File: src/rtl/wash_pkg.sv
// Shared state codes, output bundle and helpers for the wash-programme controller.
// Latency: n/a (types and functions only).
// Backpressure: n/a.
package wash_pkg;

    localparam int STATE_W = 4;

    typedef enum logic [STATE_W-1:0] {
        ST_IDLE  = 4'd0,
        ST_DELAY = 4'd1,
        ST_FILL  = 4'd2,
        ST_HEAT  = 4'd3,
        ST_DET   = 4'd4,
        ST_WASH  = 4'd5,
        ST_RINSE = 4'd6,
        ST_SPIN  = 4'd7,
        ST_DONE  = 4'd8,
        ST_FAULT = 4'd9
    } state_t;

    // Registered output bundle of the controller.
    typedef struct packed {
        logic door_lock;
        logic water_in;
        logic heater;
        logic detergent;
        logic wash;
        logic rinse;
        logic spin;
        logic busy;
        logic done;
        logic fault;
    } out_t;

    // True for the states that make up a running programme (DELAY..SPIN).
    function automatic logic is_active(input state_t s);
        return (s >= ST_DELAY) && (s <= ST_SPIN);
    endfunction

endpackage

File: src/rtl/wash_phase_timer.sv
// Up-counter with clear, enable and terminal compare; WRAP=1 makes it a free-running prescaler.
// Latency: at_term is combinational from the registered count; count updates one clk after en.
// Backpressure: en low freezes the count; clr has priority over en.
// Ports: clk/reset (async, active-high), clr, en, term (terminal value), at_term (cnt==term).
module wash_phase_timer #(
    parameter int CNT_W = 8,
    parameter bit WRAP  = 1'b0
) (
    input  logic             clk,
    input  logic             reset,
    input  logic             clr,
    input  logic             en,
    input  logic [CNT_W-1:0] term,
    output logic             at_term
);

    logic [CNT_W-1:0] cnt_q, cnt_d;

    assign at_term = (cnt_q == term);

    always_comb begin
        cnt_d = cnt_q;
        if (clr) begin
            cnt_d = '0;
        end else if (en) begin
            if (WRAP && at_term) begin
                cnt_d = '0;
            end else begin
                cnt_d = cnt_q + CNT_W'(1);
            end
        end
    end

    always_ff @(posedge clk or posedge reset) begin
        if (reset) begin
            cnt_q <= '0;
        end else begin
            cnt_q <= cnt_d;
        end
    end

endmodule

File: src/rtl/wash_cycle_ctrl.sv
// Wash-programme sequencer: delay, fill, heat, detergent, wash, rinse passes, spin; door fault handling.
// Latency: a start edge or phase expiry sampled on one clk edge shows as the new state on the next cycle.
// Backpressure: pause or power loss sampled on an edge freezes the following cycle (counters, state, actuators off).
// Ports: clk, reset (async, active-high); start/pause/power_ok/door_closed controls; cold, rinses,
//        delay_min programme selection; state code, actuator enables, door_lock, rinse_pass, busy/done/fault.
module wash_cycle_ctrl
    import wash_pkg::*;
#(
    parameter int DELAY_W       = 3,
    parameter int TICKS_PER_MIN = 60,
    parameter int CNT_W         = 8,
    parameter int T_FILL        = 2,
    parameter int T_HEAT        = 9,
    parameter int T_DET         = 2,
    parameter int T_WASH        = 6,
    parameter int T_RINSE       = 6,
    parameter int T_SPIN        = 6
) (
    input  logic               clk,
    input  logic               reset,
    input  logic               start,
    input  logic               pause,
    input  logic               power_ok,
    input  logic               door_closed,
    input  logic               cold,
    input  logic [1:0]         rinses,
    input  logic [DELAY_W-1:0] delay_min,
    output logic [STATE_W-1:0] state,
    output logic               door_lock,
    output logic               water_in,
    output logic               heater,
    output logic               detergent,
    output logic               wash,
    output logic               rinse,
    output logic               spin,
    output logic [1:0]         rinse_pass,
    output logic               busy,
    output logic               done,
    output logic               fault
);

    state_t             state_q, state_d;
    logic               start_q, start_d;
    logic               hold_q, hold_d;      // current cycle is frozen (pause or power loss)
    logic               cold_q, cold_d;
    logic [1:0]         rinses_q, rinses_d;
    logic [DELAY_W-1:0] min_q, min_d;        // delay minutes still to run
    logic [1:0]         pass_q, pass_d;
    out_t               out_q, out_d;

    logic               start_edge, running, ph_en, pre_en, ph_done, min_tick, rinse_adv, act;
    logic               ph_at_term, pre_at_term;
    logic [CNT_W-1:0]   ph_term;

    assign start_edge = start & ~start_q;
    // A cycle counts only if the programme is running and the previous edge did not freeze it.
    assign running    = is_active(state_q) & ~hold_q;
    assign ph_en      = running & (state_q != ST_DELAY);
    assign pre_en     = running & (state_q == ST_DELAY);
    assign ph_done    = ph_en & ph_at_term;
    assign min_tick   = pre_en & pre_at_term;

    always_comb begin
        ph_term = '0;
        case (state_q)
            ST_FILL:  ph_term = CNT_W'(T_FILL - 1);
            ST_HEAT:  ph_term = CNT_W'(T_HEAT - 1);
            ST_DET:   ph_term = CNT_W'(T_DET - 1);
            ST_WASH:  ph_term = CNT_W'(T_WASH - 1);
            ST_RINSE: ph_term = CNT_W'(T_RINSE - 1);
            ST_SPIN:  ph_term = CNT_W'(T_SPIN - 1);
            default:  ph_term = '0;
        endcase
    end

    wash_phase_timer #(.CNT_W(CNT_W), .WRAP(1'b0)) u_phase_timer (
        .clk     (clk),
        .reset   (reset),
        .clr     ((state_d != state_q) | rinse_adv),
        .en      (ph_en),
        .term    (ph_term),
        .at_term (ph_at_term)
    );

    wash_phase_timer #(.CNT_W(CNT_W), .WRAP(1'b1)) u_min_prescaler (
        .clk     (clk),
        .reset   (reset),
        .clr     (state_d != state_q),
        .en      (pre_en),
        .term    (CNT_W'(TICKS_PER_MIN - 1)),
        .at_term (pre_at_term)
    );

    always_comb begin
        state_d   = state_q;
        start_d   = start;
        cold_d    = cold_q;
        rinses_d  = rinses_q;
        min_d     = min_q;
        pass_d    = pass_q;
        rinse_adv = 1'b0;

        case (state_q)
            ST_IDLE: begin
                if (power_ok && start_edge && door_closed) begin
                    cold_d   = cold;
                    rinses_d = (rinses == 2'd0) ? 2'd1 : rinses;
                    min_d    = delay_min;
                    state_d  = (delay_min != '0) ? ST_DELAY : ST_FILL;
                end
            end
            ST_DELAY: begin
                if (min_tick) begin
                    min_d = min_q - DELAY_W'(1);
                    if (min_q == DELAY_W'(1)) state_d = ST_FILL;
                end
            end
            ST_FILL:  if (ph_done) state_d = cold_q ? ST_DET : ST_HEAT;
            ST_HEAT:  if (ph_done) state_d = ST_DET;
            ST_DET:   if (ph_done) state_d = ST_WASH;
            ST_WASH: begin
                if (ph_done) begin
                    state_d = ST_RINSE;
                    pass_d  = 2'd1;
                end
            end
            ST_RINSE: begin
                // Stay in RINSE across pass boundaries; the phase counter restarts per pass.
                if (ph_done) begin
                    if (pass_q == rinses_q) begin
                        state_d = ST_SPIN;
                    end else begin
                        pass_d    = pass_q + 2'd1;
                        rinse_adv = 1'b1;
                    end
                end
            end
            ST_SPIN:  if (ph_done) state_d = ST_DONE;
            ST_DONE:  if (power_ok && !door_closed) state_d = ST_IDLE;
            default:  ;
        endcase

        // Door opening beats any phase expiry in the same cycle, paused or not.
        if (is_active(state_q) && power_ok && !door_closed) state_d = ST_FAULT;
        if (state_d != ST_RINSE) pass_d = 2'd0;

        hold_d = ~power_ok | (pause & is_active(state_d));
    end

    always_comb begin
        act             = is_active(state_d) & ~hold_d;
        out_d           = '0;
        out_d.water_in  = act && (state_d == ST_FILL);
        out_d.heater    = act && (state_d == ST_HEAT);
        out_d.detergent = act && (state_d == ST_DET);
        out_d.wash      = act && (state_d == ST_WASH);
        out_d.rinse     = act && (state_d == ST_RINSE);
        out_d.spin      = act && (state_d == ST_SPIN);
        out_d.busy      = is_active(state_d);
        out_d.done      = (state_d == ST_DONE);
        out_d.fault     = (state_d == ST_FAULT);
        // Without supply the lock keeps whatever it was doing when power went.
        out_d.door_lock = power_ok ? (is_active(state_d) || (state_d == ST_FAULT)) : out_q.door_lock;
    end

    always_ff @(posedge clk or posedge reset) begin
        if (reset) begin
            state_q  <= ST_IDLE;
            start_q  <= 1'b0;
            hold_q   <= 1'b0;
            cold_q   <= 1'b0;
            rinses_q <= 2'd0;
            min_q    <= '0;
            pass_q   <= 2'd0;
            out_q    <= '0;
        end else begin
            state_q  <= state_d;
            start_q  <= start_d;
            hold_q   <= hold_d;
            cold_q   <= cold_d;
            rinses_q <= rinses_d;
            min_q    <= min_d;
            pass_q   <= pass_d;
            out_q    <= out_d;
        end
    end

    assign state      = state_q;
    assign rinse_pass = pass_q;
    assign door_lock  = out_q.door_lock;
    assign water_in   = out_q.water_in;
    assign heater     = out_q.heater;
    assign detergent  = out_q.detergent;
    assign wash       = out_q.wash;
    assign rinse      = out_q.rinse;
    assign spin       = out_q.spin;
    assign busy       = out_q.busy;
    assign done       = out_q.done;
    assign fault      = out_q.fault;

endmodule
File: config.mk
export PLATFORM = sky130hd
export DESIGN_NAME = wash_cycle_ctrl
export DESIGN_NICKNAME = d
export VERILOG_FILES = /design/src/rtl/wash_pkg.sv /design/src/rtl/wash_phase_timer.sv /design/src/rtl/wash_cycle_ctrl.sv
export SDC_FILE = /design/constraint.sdc
export NUM_CORES = 1
export LEC_CHECK = 0
export CELL_PAD_IN_SITES_DETAIL_PLACEMENT = 0
export CELL_PAD_IN_SITES_GLOBAL_PLACEMENT = 1
export CORE_MARGIN = 3
export CORE_UTILIZATION = 40
export DETAILED_ROUTE_END_ITERATION = 10
export PLACE_DENSITY_LB_ADDON = 0.2
export SLEW_MARGIN = 5
export SYNTH_ARGS = -nofsm -noshare
export SYNTH_HDL_FRONTEND = slang
export SYNTH_SLANG_ARGS = --single-unit
export TNS_END_PERCENT = 5
File: constraint.sdc
create_clock -name clk -period 6.14 [get_ports clk]
set_clock_uncertainty 0.2 [all_clocks]
set_input_delay 1.842 -clock clk [delete_from_list [all_inputs] [get_ports clk]]
set_output_delay 1.842 -clock clk [all_outputs]
set_load 0.01 [all_outputs]
# ---- Word level (Yosys, flattened, before mapping)
# Index checks and enable logic that the tools add are counted.
dict set report classes {
  addsub 4
  order_cmp 4
  eq_ne 28
  muxes 33
  bitwise_logic 14
  n_reduce_logical 27
}
# op n
set op_table {}
lappend op_table {{4-bit two-way mux} 12}
lappend op_table {{8-bit two-way mux} 5}
lappend op_table {{4-bit one-hot mux with 9 select lines} 1}
lappend op_table {{4-bit by 3-bit equality test with 1-bit output (second input constant)} 8}
lappend op_table {{8-bit by 1-bit adder with 8-bit output (second input constant)} 2}
lappend op_table {{4-bit by 2-bit equality test with 1-bit output (second input constant)} 4}
lappend op_table {{1-bit logical AND} 13}
lappend op_table {{4-bit equality test (second input constant)} 3}
lappend op_table {{2-bit two-way mux} 6}
lappend op_table {{4-bit one-hot mux with 3 select lines} 1}
lappend op_table {{3-bit two-way mux} 3}
lappend op_table {{3-bit inequality test (second input constant)} 3}
lappend op_table {{1-bit bitwise AND} 8}
lappend op_table {{8-bit by 4-bit equality test with 1-bit output} 1}
lappend op_table {{8-bit by 6-bit equality test with 1-bit output (second input constant)} 1}
lappend op_table {{4-bit by 1-bit greater-or-equal comparator with 1-bit output (second input constant)} 2}
lappend op_table {{4-bit by 3-bit <= comparator with 1-bit output (second input constant)} 2}
lappend op_table {{3-bit one-hot mux with 2 select lines} 1}
lappend op_table {{2-bit nonzero test} 3}
lappend op_table {{3-bit nonzero test} 2}
lappend op_table {{4-bit by 1-bit equality test with 1-bit output (second input constant)} 1}
lappend op_table {{4-bit logical NOT} 1}
lappend op_table {{2-bit inequality test (second input constant)} 2}
lappend op_table {{4-bit by 1-bit inequality test with 1-bit output (second input constant)} 1}
lappend op_table {{other kinds (18)} 24}
dict set report totals {
  regBits 40
  wordCells 129
}

# ---- Longest topological paths before layout
# Gate-level depths: netlist (run 1).
dict set report logic_depth {
  word_depth 15
  mapped_depth 11
  ltp_nobuf 9
}

# ---- Hierarchy
# From an unflattened synthesis (run 1), not the netlist that was laid out.
dict set report hier_totals {
  cells_unflattened 280
  area_unflattened_um2 2547.4
}
# mod n_inst cells_per_inst area_each_um2 seq_area_each_um2
set modules_own_cells {}
lappend modules_own_cells {wash_cycle_ctrl 1 173 1547.7 600.6}
lappend modules_own_cells {{wash_phase_timer (u_min_prescaler)} 1 57 521.8 200.2}
lappend modules_own_cells {{wash_phase_timer (u_phase_timer)} 1 50 478.0 200.2}

# ---- Worst setup path after synthesis (run 1)
# No wires, ideal clock.
dict set report synth_path {
  kind {input-to-reg}
  from {in start}
  to {reg u_phase_timer.cnt_q[1]}
  setup_ns 0.122
  t_arrival_ns 3.468
  required_time_ns 5.818
  path_slack_ns 2.350
  cell_stages 8
  n_path_buf 1
  cell_sequence {nor4bb_1 > nand3_1 > o211ai_1 > a41oi_2 > and3_1 > o2111ai_2 > buf_4 > nor3_2}
}
dict set report synth_via {
  elab_chain_len 9
  word_cells_on_any_way 10
  cone_classes {eq/ne: 1; mux: 4; bitwise: 2; reduce/logical: 3}
}
# element line_no
set synth_lines {}
lappend synth_lines {{from (decl)} wash_cycle_ctrl.sv:21} ;# input logic start,
lappend synth_lines {{1-bit bitwise AND (*)} wash_cycle_ctrl.sv:55} ;# assign start_edge = start & ~start_q;
lappend synth_lines {{1-bit logical AND (*) (2 in a row)} wash_cycle_ctrl.sv:105} ;# if (power_ok && start_edge && door_closed) begin
lappend synth_lines {{4-bit two-way mux (*)} wash_cycle_ctrl.sv:105}
lappend synth_lines {{4-bit one-hot mux with 9 select lines (*)} wash_cycle_ctrl.sv:103} ;# case (state_q)
lappend synth_lines {{4-bit two-way mux (*)} wash_cycle_ctrl.sv:144} ;# if (is_active(state_q) && power_ok && !door_closed) state_d = ST_FAULT;
lappend synth_lines {{4-bit inequality test (*)} wash_cycle_ctrl.sv:79} ;# .clr ((state_d != state_q) | rinse_adv),
lappend synth_lines {{1-bit bitwise OR (*)} wash_cycle_ctrl.sv:79}
lappend synth_lines {{8-bit two-way mux or 2-bit nonzero test (tied branches)} -}
lappend synth_lines {{to (signal assigned)} wash_phase_timer.sv:38} ;# cnt_q <= cnt_d;
lappend synth_lines {{to (decl)} wash_phase_timer.sv:17} ;# logic [CNT_W-1:0] cnt_q, cnt_d;
# Every way passes the cells marked *; elsewhere a longest branch is shown, timed or not.
# A chain may end at the register's enable or synchronous reset.

# ---- Worst setup path after layout (run 1)
dict set report layout_path {
  from {in start}
  to {reg u_min_prescaler.cnt_q[2]}
}
dict set report layout_via {
  elab_chain_len 8
  word_cells_on_any_way 9
  cone_classes {eq/ne: 1; mux: 4; bitwise: 1; reduce/logical: 3}
}
# element line_no
set layout_lines {}
lappend layout_lines {{1-bit bitwise AND (*)} wash_cycle_ctrl.sv:55}
lappend layout_lines {{1-bit logical AND (*) (2 in a row)} wash_cycle_ctrl.sv:105}
lappend layout_lines {{4-bit two-way mux (*)} wash_cycle_ctrl.sv:105}
lappend layout_lines {{4-bit one-hot mux with 9 select lines (*)} wash_cycle_ctrl.sv:103}
lappend layout_lines {{4-bit two-way mux (*)} wash_cycle_ctrl.sv:144}
lappend layout_lines {{4-bit inequality test (*)} wash_cycle_ctrl.sv:88} ;# .clr (state_d != state_q),
lappend layout_lines {{8-bit two-way mux or 2-bit nonzero test (tied branches)} -}
lappend layout_lines {{to (signal assigned)} wash_phase_timer.sv:38}
lappend layout_lines {{to (decl)} wash_phase_timer.sv:17}
# Marks and branches as above.

==> impl_metrics.toml, run 1 <==
[detailed_routing]
avgRoutedWirePerCell_um = 15.93
drt_pass1_iterations = 4
wl_met1_mm = 2.964
drt-total-wl_mm = 5.815
highest_layer = "met4"
avgViaCountPerCell = 5.658
drc_errors = 0
wl_met3_um = 186
vias = 2065
first_iter_violations = 136
met2_length_mm = 2.622
postRouteAntennaNets = 0

[power_and_ir_drop]
clock_power_share = 0.220
pwr-share-seq = 0.341
switchingPower_uw = 427.2
swShare = 0.4297
p_total_uw = 994.2
p_int_uw = 567.0
powerDensity_mw_per_mm2 = 334.0
vdd_ir_drop_max_v = 0.0002240
leakage_uw = 0.001222
comb_power_share = 0.440

[flow_run]
drv_cap = 0

[placement]
io_buffers = 27
dp_slack_ps = 1171
place_congestion = 0.8197
dp_cells = 357
hpwl_mm = 4.149

[clock_tree]
holdBufCountCts = 0
path_clk_slew_ps = 80
clk_latency_ps = 290
cts_sinks = 40
postCtsSetupRepairBufs = 0
cts_tree = "done"
clockBufferDepth = 2
h-tree-depth = 2
post_cts_resize_count = 0
cts-root-buf = "clkbuf_8"
cts-buffers-inserted = 5

[die]
dieHeight_um = 86.74
die_area_mm2 = 0.007524
rows = 28
start_util = 0.4253
pin_count = 28
die-width_um = 86.74
core_mm2 = 0.006131

[setup_path]
arrival_ps = 4600
cp_slowest_cell = "o2111ai_2"
worst_ep_required_time_ps = 6120
path_max_fanout = 16
end_kind = "flop"
path_class = "input port to flop"
startpoint_type = "input port"
cpPeakStageDelay_ps = 520
path_cells = "clkdlybuf4s50_1, nor4bb_1, nand3_1, o211ai_1, a41oi_2, a21oi_1, o2111ai_2, nor4_1"

[final_layout]
fillCellCount = 571
syn_to_final_growth_pct = 14.16
final_nets = 305
final_layout_size_suffix_gt1_frac = 0.1552
fin_cells = 365
num_antenna_cells = 0

[synth]
async_flop_share = 1.000
synth_warnings = 0
synth.net_count = 285
synth_largest_area_cell = "dfrtp_1"
synth.yosys.seq_area_share = 0.3839
synth_cell_types = 70
synth_top_area_share = 0.3839
synth.avg_cell_area_um2 = 9.693
syn_inst = 269
synth_flop_cell = "dfrtp_1"
ys_seq_elements = 40
netlist_area_mm2 = 0.002608
synthTopCellsByArea = "dfrtp_1, nor3_2, nor2_1"
synth_edf_count = 0

[sta]
tightest_slew_ps = 970.2
slew_headroom = 0.3532
setup_viol = 0
period_minus_slack_ps = 4620
whs_ps = 307.2
fin_setup_tns_ps = 0
hold_viol_final = 0
setup_ws_ps = 1520
period_share = 0.7524
drv_slew = 0
max_freq_ghz = 0.2165
rsz0062_at_grt = "false"

[global_route]
grt_pass1_vias = 2059
grt_usage = 0.1693
grt_pass1_wl_mm = 10.09
antenna_found_initial = 0
grt_max_degree = 41
grt_overflow = 0

[run_status]
status = "finished clean"

[hold_path]
hold_class = "flop to flop"
power by group through the flow:
stage | logic [uW] | registers, uW | clock network (uW)
finish | 437 | 339 | 218
global route | 484 | 349 | 237
CTS | 439 | 339 | 226
detailed placement | 436 | 344 | 0
global placement | 436 | 345 | 0
floorplan | 400 | 318 | 0
through the flow:
stage / utilization / instance area (um2)
2_1_floorplan: - / 2608
3_3_place_gp: 0.4673 / 2865
3_5_place_dp: 0.4673 / 2865
4_1_cts: 0.4855 / 2977
5_1_grt: 0.4855 / 2977
6_report: 0.4855 / 2977
synthesized netlist by cell type, types with 8 or more instances:
| cell | n |
|---|---|
| dfrtp_1 | 40 |
| nor2_1 | 19 |
| nand2_1 | 18 |
| nor3_1 | 13 |
| o21ai_0 | 13 |
| nor3_2 | 11 |
| a21oi_1 | 10 |
| inv_1 | 10 |
| nand4_1 | 8 |
| nor2b_1 | 8 |
| xor2_1 | 8 |
path summary, 6_finish.rpt:
path / cells after the start / to / start / slack, ps
max in group asynchronous: 3 / min_q[2]$_DFFE_PP0P_ / reset / 3610
max: 8 / u_min_prescaler.cnt_q[2]$_DFFE_PP0P_ / start / 1520
min: 2 / rinses_q[0]$_DFFE_PP0P_ / rinses_q[0]$_DFFE_PP0P_ / 310
max reg2reg: 7 / u_min_prescaler.cnt_q[2]$_DFFE_PP0P_ / state[2]$_DFF_PP0_ / 2430
min in group asynchronous: 3 / done$_DFF_PP0_ / reset / 1780
min reg2reg: 2 / rinses_q[0]$_DFFE_PP0P_ / rinses_q[0]$_DFFE_PP0P_ / 310
final cells by class:
cell class              count  area [um2]  share of cell area
clock buffers               5       68.82             0.02312
clock inverters             3       42.54             0.01429
inverters                  11       41.29             0.01387
multi-input cells         202        1444              0.4851
flip-flops and latches     40        1001              0.3363
well taps                  75       93.84             0.03153
repair buffers             29       285.3             0.09584
flip-flops by register name, indices dropped and copies added, names as in the netlist, 2 cells and up:
register,cells
min_q,3
rinse_pass,2
rinses_q,2
u_min_prescaler.cnt_q,8
u_phase_timer.cnt_q,8
state,4
metal layers:
| layer | GRT usage | up-vias |
|---|---|---|
| li1 | - | 1016 |
| met1 | 0.2467 | 1012 |
| met2 | 0.2622 | 33 |
| met3 | 0.02947 | 4 |
| met4 | 0.03824 | 0 |
| met5 | 0 | - |
cells by family after synthesis:
group                    synth area share
buffers and inverters             0.06238
flip-flops                         0.3839
XOR/XNOR                          0.05422
multiplexers                      0.01295
AND/OR/NAND/NOR                    0.2961
adder cells (fa/ha/maj)           0.01919
AO/OA/AOI/OAI                      0.1713
worst max-delay path: cells and delay by family:
family	cells	cell delay (ps)
AND/OR/NAND/NOR	3	1180
AO/OA/AOI/OAI	4	1090
buffers and inverters	1	480
layout by cell type (no fill, tap or decap), types with 3 or more instances in the layout:
cell type	n
and3_1	6
nand2b_1	6
or3_1	3
nor2_1	19
mux2_2	3
nand4_1	8
and2_1	4
clkbuf_8	5
inv_1	10
nor4b_1	4
nor2b_1	8
nor3_1	13
nand2_1	18
xnor2_1	5
dfrtp_1	40
o21ai_0	13
nor3_2	11
ha_1	4
a21oi_1	10
xor2_1	8
nand3_1	7
clkdlybuf4s50_1	27
Note: power is estimated with default switching activity, not from simulation.
==> run 2: changes to the inputs <==
Clock period 6.14 ns to 4.54 ns, I/O delays scaled along.
==> impl_metrics.toml, run 2 (same netlist as run 1, synthesis figures left out) <==
[clock_tree]
clockBufferDepth = 2
cts_sinks = 40
clk_latency_ps = 300
cts_tree = "done"
post_cts_resize_count = 0
path_clk_slew_ps = 80
h-tree-depth = 2
postCtsSetupRepairBufs = 0
cts-buffers-inserted = 5
cts-root-buf = "clkbuf_8"
holdBufCountCts = 0

[detailed_routing]
drt_pass1_iterations = 4
drc_errors = 0
first_iter_violations = 174
postRouteAntennaNets = 0
drt-total-wl_mm = 5.831
avgRoutedWirePerCell_um = 15.80
vias = 2076
avgViaCountPerCell = 5.626

[die]
pin_count = 28
start_util = 0.4253
core_mm2 = 0.006131
rows = 28
dieHeight_um = 86.74
die_area_mm2 = 0.007524
die-width_um = 86.74

[sta]
max_freq_ghz = 0.2585
fin_setup_tns_ps = 0
rsz0062_at_grt = "false"
tightest_slew_ps = 971.3
setup_ws_ps = 671.3
slew_headroom = 0.3525
drv_slew = 0
period_share = 0.8521
whs_ps = 324.5
hold_viol_final = 0
setup_viol = 0
period_minus_slack_ps = 3869

[placement]
io_buffers = 27
hpwl_mm = 4.194
dp_slack_ps = 324.1
place_congestion = 0.7865

[setup_path]
arrival_ps = 3820
path_max_fanout = 16
end_kind = "flop"
worst_ep_required_time_ps = 4490
startpoint_type = "input port"
path_class = "input port to flop"

[global_route]
grt_max_degree = 29
grt_pass1_wl_mm = 9.991
antenna_found_initial = 0
grt_pass1_vias = 2115
grt_overflow = 0
grt_usage = 0.1686

[final_layout]
final_common_cell = "dfrtp_1"
num_antenna_cells = 0
syn_to_final_growth_pct = 14.78
final_nets = 309
final_layout_size_suffix_gt1_frac = 0.1667
final_cell_mix = "dfrtp_1, clkdlybuf4s50_1, nor2_1"

[run_status]
status = "finished clean"

[flow_run]
drv_cap = 0

[power_and_ir_drop]
pwr-share-seq = 0.358
switchingPower_uw = 594.6
clock_power_share = 0.193
leakage_uw = 0.001231
comb_power_share = 0.450
powerDensity_mw_per_mm2 = 447.7
vdd_ir_drop_max_v = 0.0003102
p_total_uw = 1340
swShare = 0.4438
p_int_uw = 745.3

[hold_path]
hold_class = "flop to flop"
==> run 2: changes by cell type in the layout (fill, tap and decap cells not counted) <==
| cell | before | now |
|---|---|---|
| clkbuf_8 | 5 | 6 |
| clkinv_2 | 1 | 0 |
| clkinvlp_4 | 1 | 2 |
| bufinv_16 | 1 | 0 |
| buf_4 | 2 | 6 |
==> run 2: layout make-up <==
cell class,count,area (um2)
clock buffers,6,82.58
clock inverters,2,15.01
fillers,563,3138
inverters,11,41.29
multi-input cells,202,1444
flip-flops and latches,40,1001
well taps,75,93.84
repair buffers,33,315.3
==> run 2: path summary, 6_finish.rpt <==
check                      slack (ps)  depth (start not counted)                              endpoint               startpoint
max in group asynchronous        2050                          3                    cold_q$_DFFE_PP0P_                    reset
setup reg to reg                 1090                          7  u_min_prescaler.cnt_q[2]$_DFFE_PP0P_       state[1]$_DFF_PP0_
setup / recovery                  670                          8  u_min_prescaler.cnt_q[2]$_DFFE_PP0P_                    start
hold / removal                    320                          2               rinses_q[0]$_DFFE_PP0P_  rinses_q[0]$_DFFE_PP0P_
min in group asynchronous        1300                          2                        done$_DFF_PP0_                    reset
hold reg to reg                   320                          2               rinses_q[0]$_DFFE_PP0P_  rinses_q[0]$_DFFE_PP0P_
==> run 2: stage by stage <==
stage	instance area, um2	instances	utilization
6_report	2993	369	0.4882
5_1_grt	2993	369	0.4882
4_1_cts	2993	369	0.4882
3_5_place_dp	2895	361	0.4722
3_3_place_gp	2895	361	0.4722
2_1_floorplan	2608	269	-
==> run 2: power by group through the flow <==
| stage | clock network, uW | registers [uW] | logic [uW] |
|---|---|---|---|
| final | 258 | 479 | 602 |
| after global routing | 282 | 494 | 658 |
| after CTS | 267 | 478 | 607 |
| after detailed placement | 0 | 486 | 605 |
| after global placement | 0 | 487 | 606 |
| after floorplan | 0 | 430 | 540 |
==> run 2: metal layers <==
layer  share of wire  vias to the layer above  global-route usage
li1                -                     1024                   -
met1            0.50                     1007              0.2414
met2            0.45                       38              0.2545
met3           0.044                        7             0.03422
met4           0.012                        0             0.05524
met5               0                        -                   0
==> run 2: critical path, cell delays in order <==
cell and delay [ps]:
clkdlybuf4s50_1 470, nor4bb_1 430, nand4_1 210, o311ai_4 120, a41oi_1 100, a221o_1 440
xnor2_4 550, nor4_1 140
==> run 3: changes to the inputs <==
Settings changed: CORE_UTILIZATION 40 to 44, CTS_BUF_LIST set to sky130_fd_sc_hd__clkbuf_16.
==> impl_metrics.toml, run 3 (same netlist as run 1, synthesis figures left out) <==
[detailed_routing]
avgRoutedWirePerCell_um = 16.12
postRouteAntennaNets = 0
avgViaCountPerCell = 5.678
drc_errors = 0
drt_pass1_iterations = 4
vias = 2084
first_iter_violations = 136
drt-total-wl_mm = 5.917

[die]
core_mm2 = 0.005608
pin_count = 28
die_area_mm2 = 0.006886
dieHeight_um = 82.98
rows = 27
die-width_um = 82.98
start_util = 0.4650

[sta]
max_freq_ghz = 0.2600
rsz0062_at_grt = "false"
setup_viol = 0
fin_setup_tns_ps = 0
tightest_slew_ps = 635.4
hold_viol_final = 0
period_minus_slack_ps = 3846
setup_ws_ps = 693.5
slew_headroom = 0.5764
drv_slew = 0
period_share = 0.8472

[clock_tree]
cts_tree = "done"
cts-buffers-inserted = 5
holdBufCountCts = 0
h-tree-depth = 2
cts_sinks = 40
cts-root-buf = "clkbuf_16"
path_clk_slew_ps = 60
post_cts_resize_count = 0
clk_latency_ps = 280
postCtsSetupRepairBufs = 0
clockBufferDepth = 2

[global_route]
grt_overflow = 0
grt_max_degree = 41
grt_pass1_vias = 2052
antenna_found_initial = 0
grt_usage = 0.1803
grt_pass1_wl_mm = 10.16

[setup_path]
path_cells = "clkdlybuf4s50_1, nor4bb_1, nand4_1, o311ai_4, a41oi_1, a221o_1, xnor2_4, nor4_1"
cp_slowest_cell = "xnor2_4"
cpPeakStageDelay_ps = 530
r2r_end = "u_min_prescaler.cnt_q[2]$_DFFE_PP0P_"
path_max_fanout = 16
r2r_setup_slack_ps = 1260
startpoint_type = "input port"
path_class = "input port to flop"
cp.depth = 8
end_kind = "flop"
crit_path_end = "u_min_prescaler.cnt_q[2]$_DFFE_PP0P_"
crit_path_start = "start"
r2r-start = "state[0]$_DFF_PP0_"
critical_path_buf_inv_count = 1
arrival_ps = 3780
cp_top_family = "simple AND/OR/NAND/NOR gates"
worst_ep_required_time_ps = 4480
rr_worst_depth = 6

[hold_path]
hold_class = "flop to flop"

[power_and_ir_drop]
vdd_ir_drop_max_v = 0.0003292
powerDensity_mw_per_mm2 = 485.8
leakage_uw = 0.001273

[placement]
hpwl_mm = 4.147
io_buffers = 27
dp_slack_ps = 361.0
place_congestion = 0.8065
dp_cells = 359

[final_layout]
syn_to_final_growth_pct = 17.61
final_cell_mix = "dfrtp_1, clkdlybuf4s50_1, nor2_1"
final_common_cell = "dfrtp_1"
final_nets = 310
fin_cells = 367
final_layout_size_suffix_gt1_frac = 0.1695
num_antenna_cells = 0

[run_status]
status = "finished clean"

[flow_run]
drv_cap = 0
run 3: cell count changes in the layout (fill, tap and decap cells not counted):
cell | previous run | this run
buf_4 | 6 | 7
bufinv_16 | 0 | 1
clkbuf_16 | 0 | 5
clkbuf_8 | 6 | 0
clkinv_2 | 0 | 1
clkinvlp_4 | 2 | 1
run 3: cell type report:
type / instances / area [um2]
Fill cell: 540 / 2541
Multi-Input combinational cell: 202 / 1444
Sequential cell: 40 / 1001
Timing Repair Buffer: 34 / 322.8
Clock buffer: 5 / 125.1
Tap cell: 72 / 90.09
Clock inverter: 3 / 42.54
Inverter: 11 / 41.29
run 3: how the worst min path moves through the flow:
stage                                        from                      end  slack, ps  depth (start not counted)
final                     rinses_q[0]$_DFFE_PP0P_  rinses_q[0]$_DFFE_PP0P_        320                          2
after global routing      rinses_q[1]$_DFFE_PP0P_  rinses_q[1]$_DFFE_PP0P_        370                          1
after CTS                 rinses_q[0]$_DFFE_PP0P_  rinses_q[0]$_DFFE_PP0P_        340                          2
after detailed placement  rinses_q[0]$_DFFE_PP0P_  rinses_q[0]$_DFFE_PP0P_        320                          2
after global placement    rinses_q[0]$_DFFE_PP0P_  rinses_q[0]$_DFFE_PP0P_        300                          2
after floorplan           rinses_q[0]$_DFFE_PP0P_  rinses_q[0]$_DFFE_PP0P_        270                          2
run 3: power by group:
part / switching (uW) / internal, uW / leakage [uW] / total [uW]
sequential: 73.5 / 387 / 0.000532 / 461
clock: 145 / 258 / 0.0000798 / 403
combinational: 385 / 241 / 0.000661 / 626
run 3: metrics by stage:
| stage | total power (uW) | area [um2] | util | hold slack (ps) |
|---|---|---|---|---|
| 2_1_floorplan | 970.8 | 2608 | - | 268.9 |
| 3_3_place_gp | 1093 | 2899 | 0.5170 | 304.8 |
| 3_5_place_dp | 1092 | 2899 | 0.5170 | 323.5 |
| 4_1_cts | 1500 | 3067 | 0.5469 | 337.9 |
| 5_1_grt | 1584 | 3067 | 0.5469 | 369.7 |
| 6_report | 1490 | 3067 | 0.5469 | 321.4 |
run 3: per-layer routing:
| layer | wire length, um | vias to the layer above | track usage |
|---|---|---|---|
| li1 | - | 1025 | - |
| met1 | 2875 | 1008 | 0.2523 |
| met2 | 2731 | 44 | 0.2792 |
| met5 | 0 | - | 0 |
| met4 | 78 | 0 | 0.05349 |
| met3 | 232 | 7 | 0.03968 |
run 3: worst reg2reg max path: cells and delay by family (launching register included):
kind            cells  cell delay (ps)
compound gates      3              810
flops               1              750
simple gates        2              850
xor+xnor            1              530
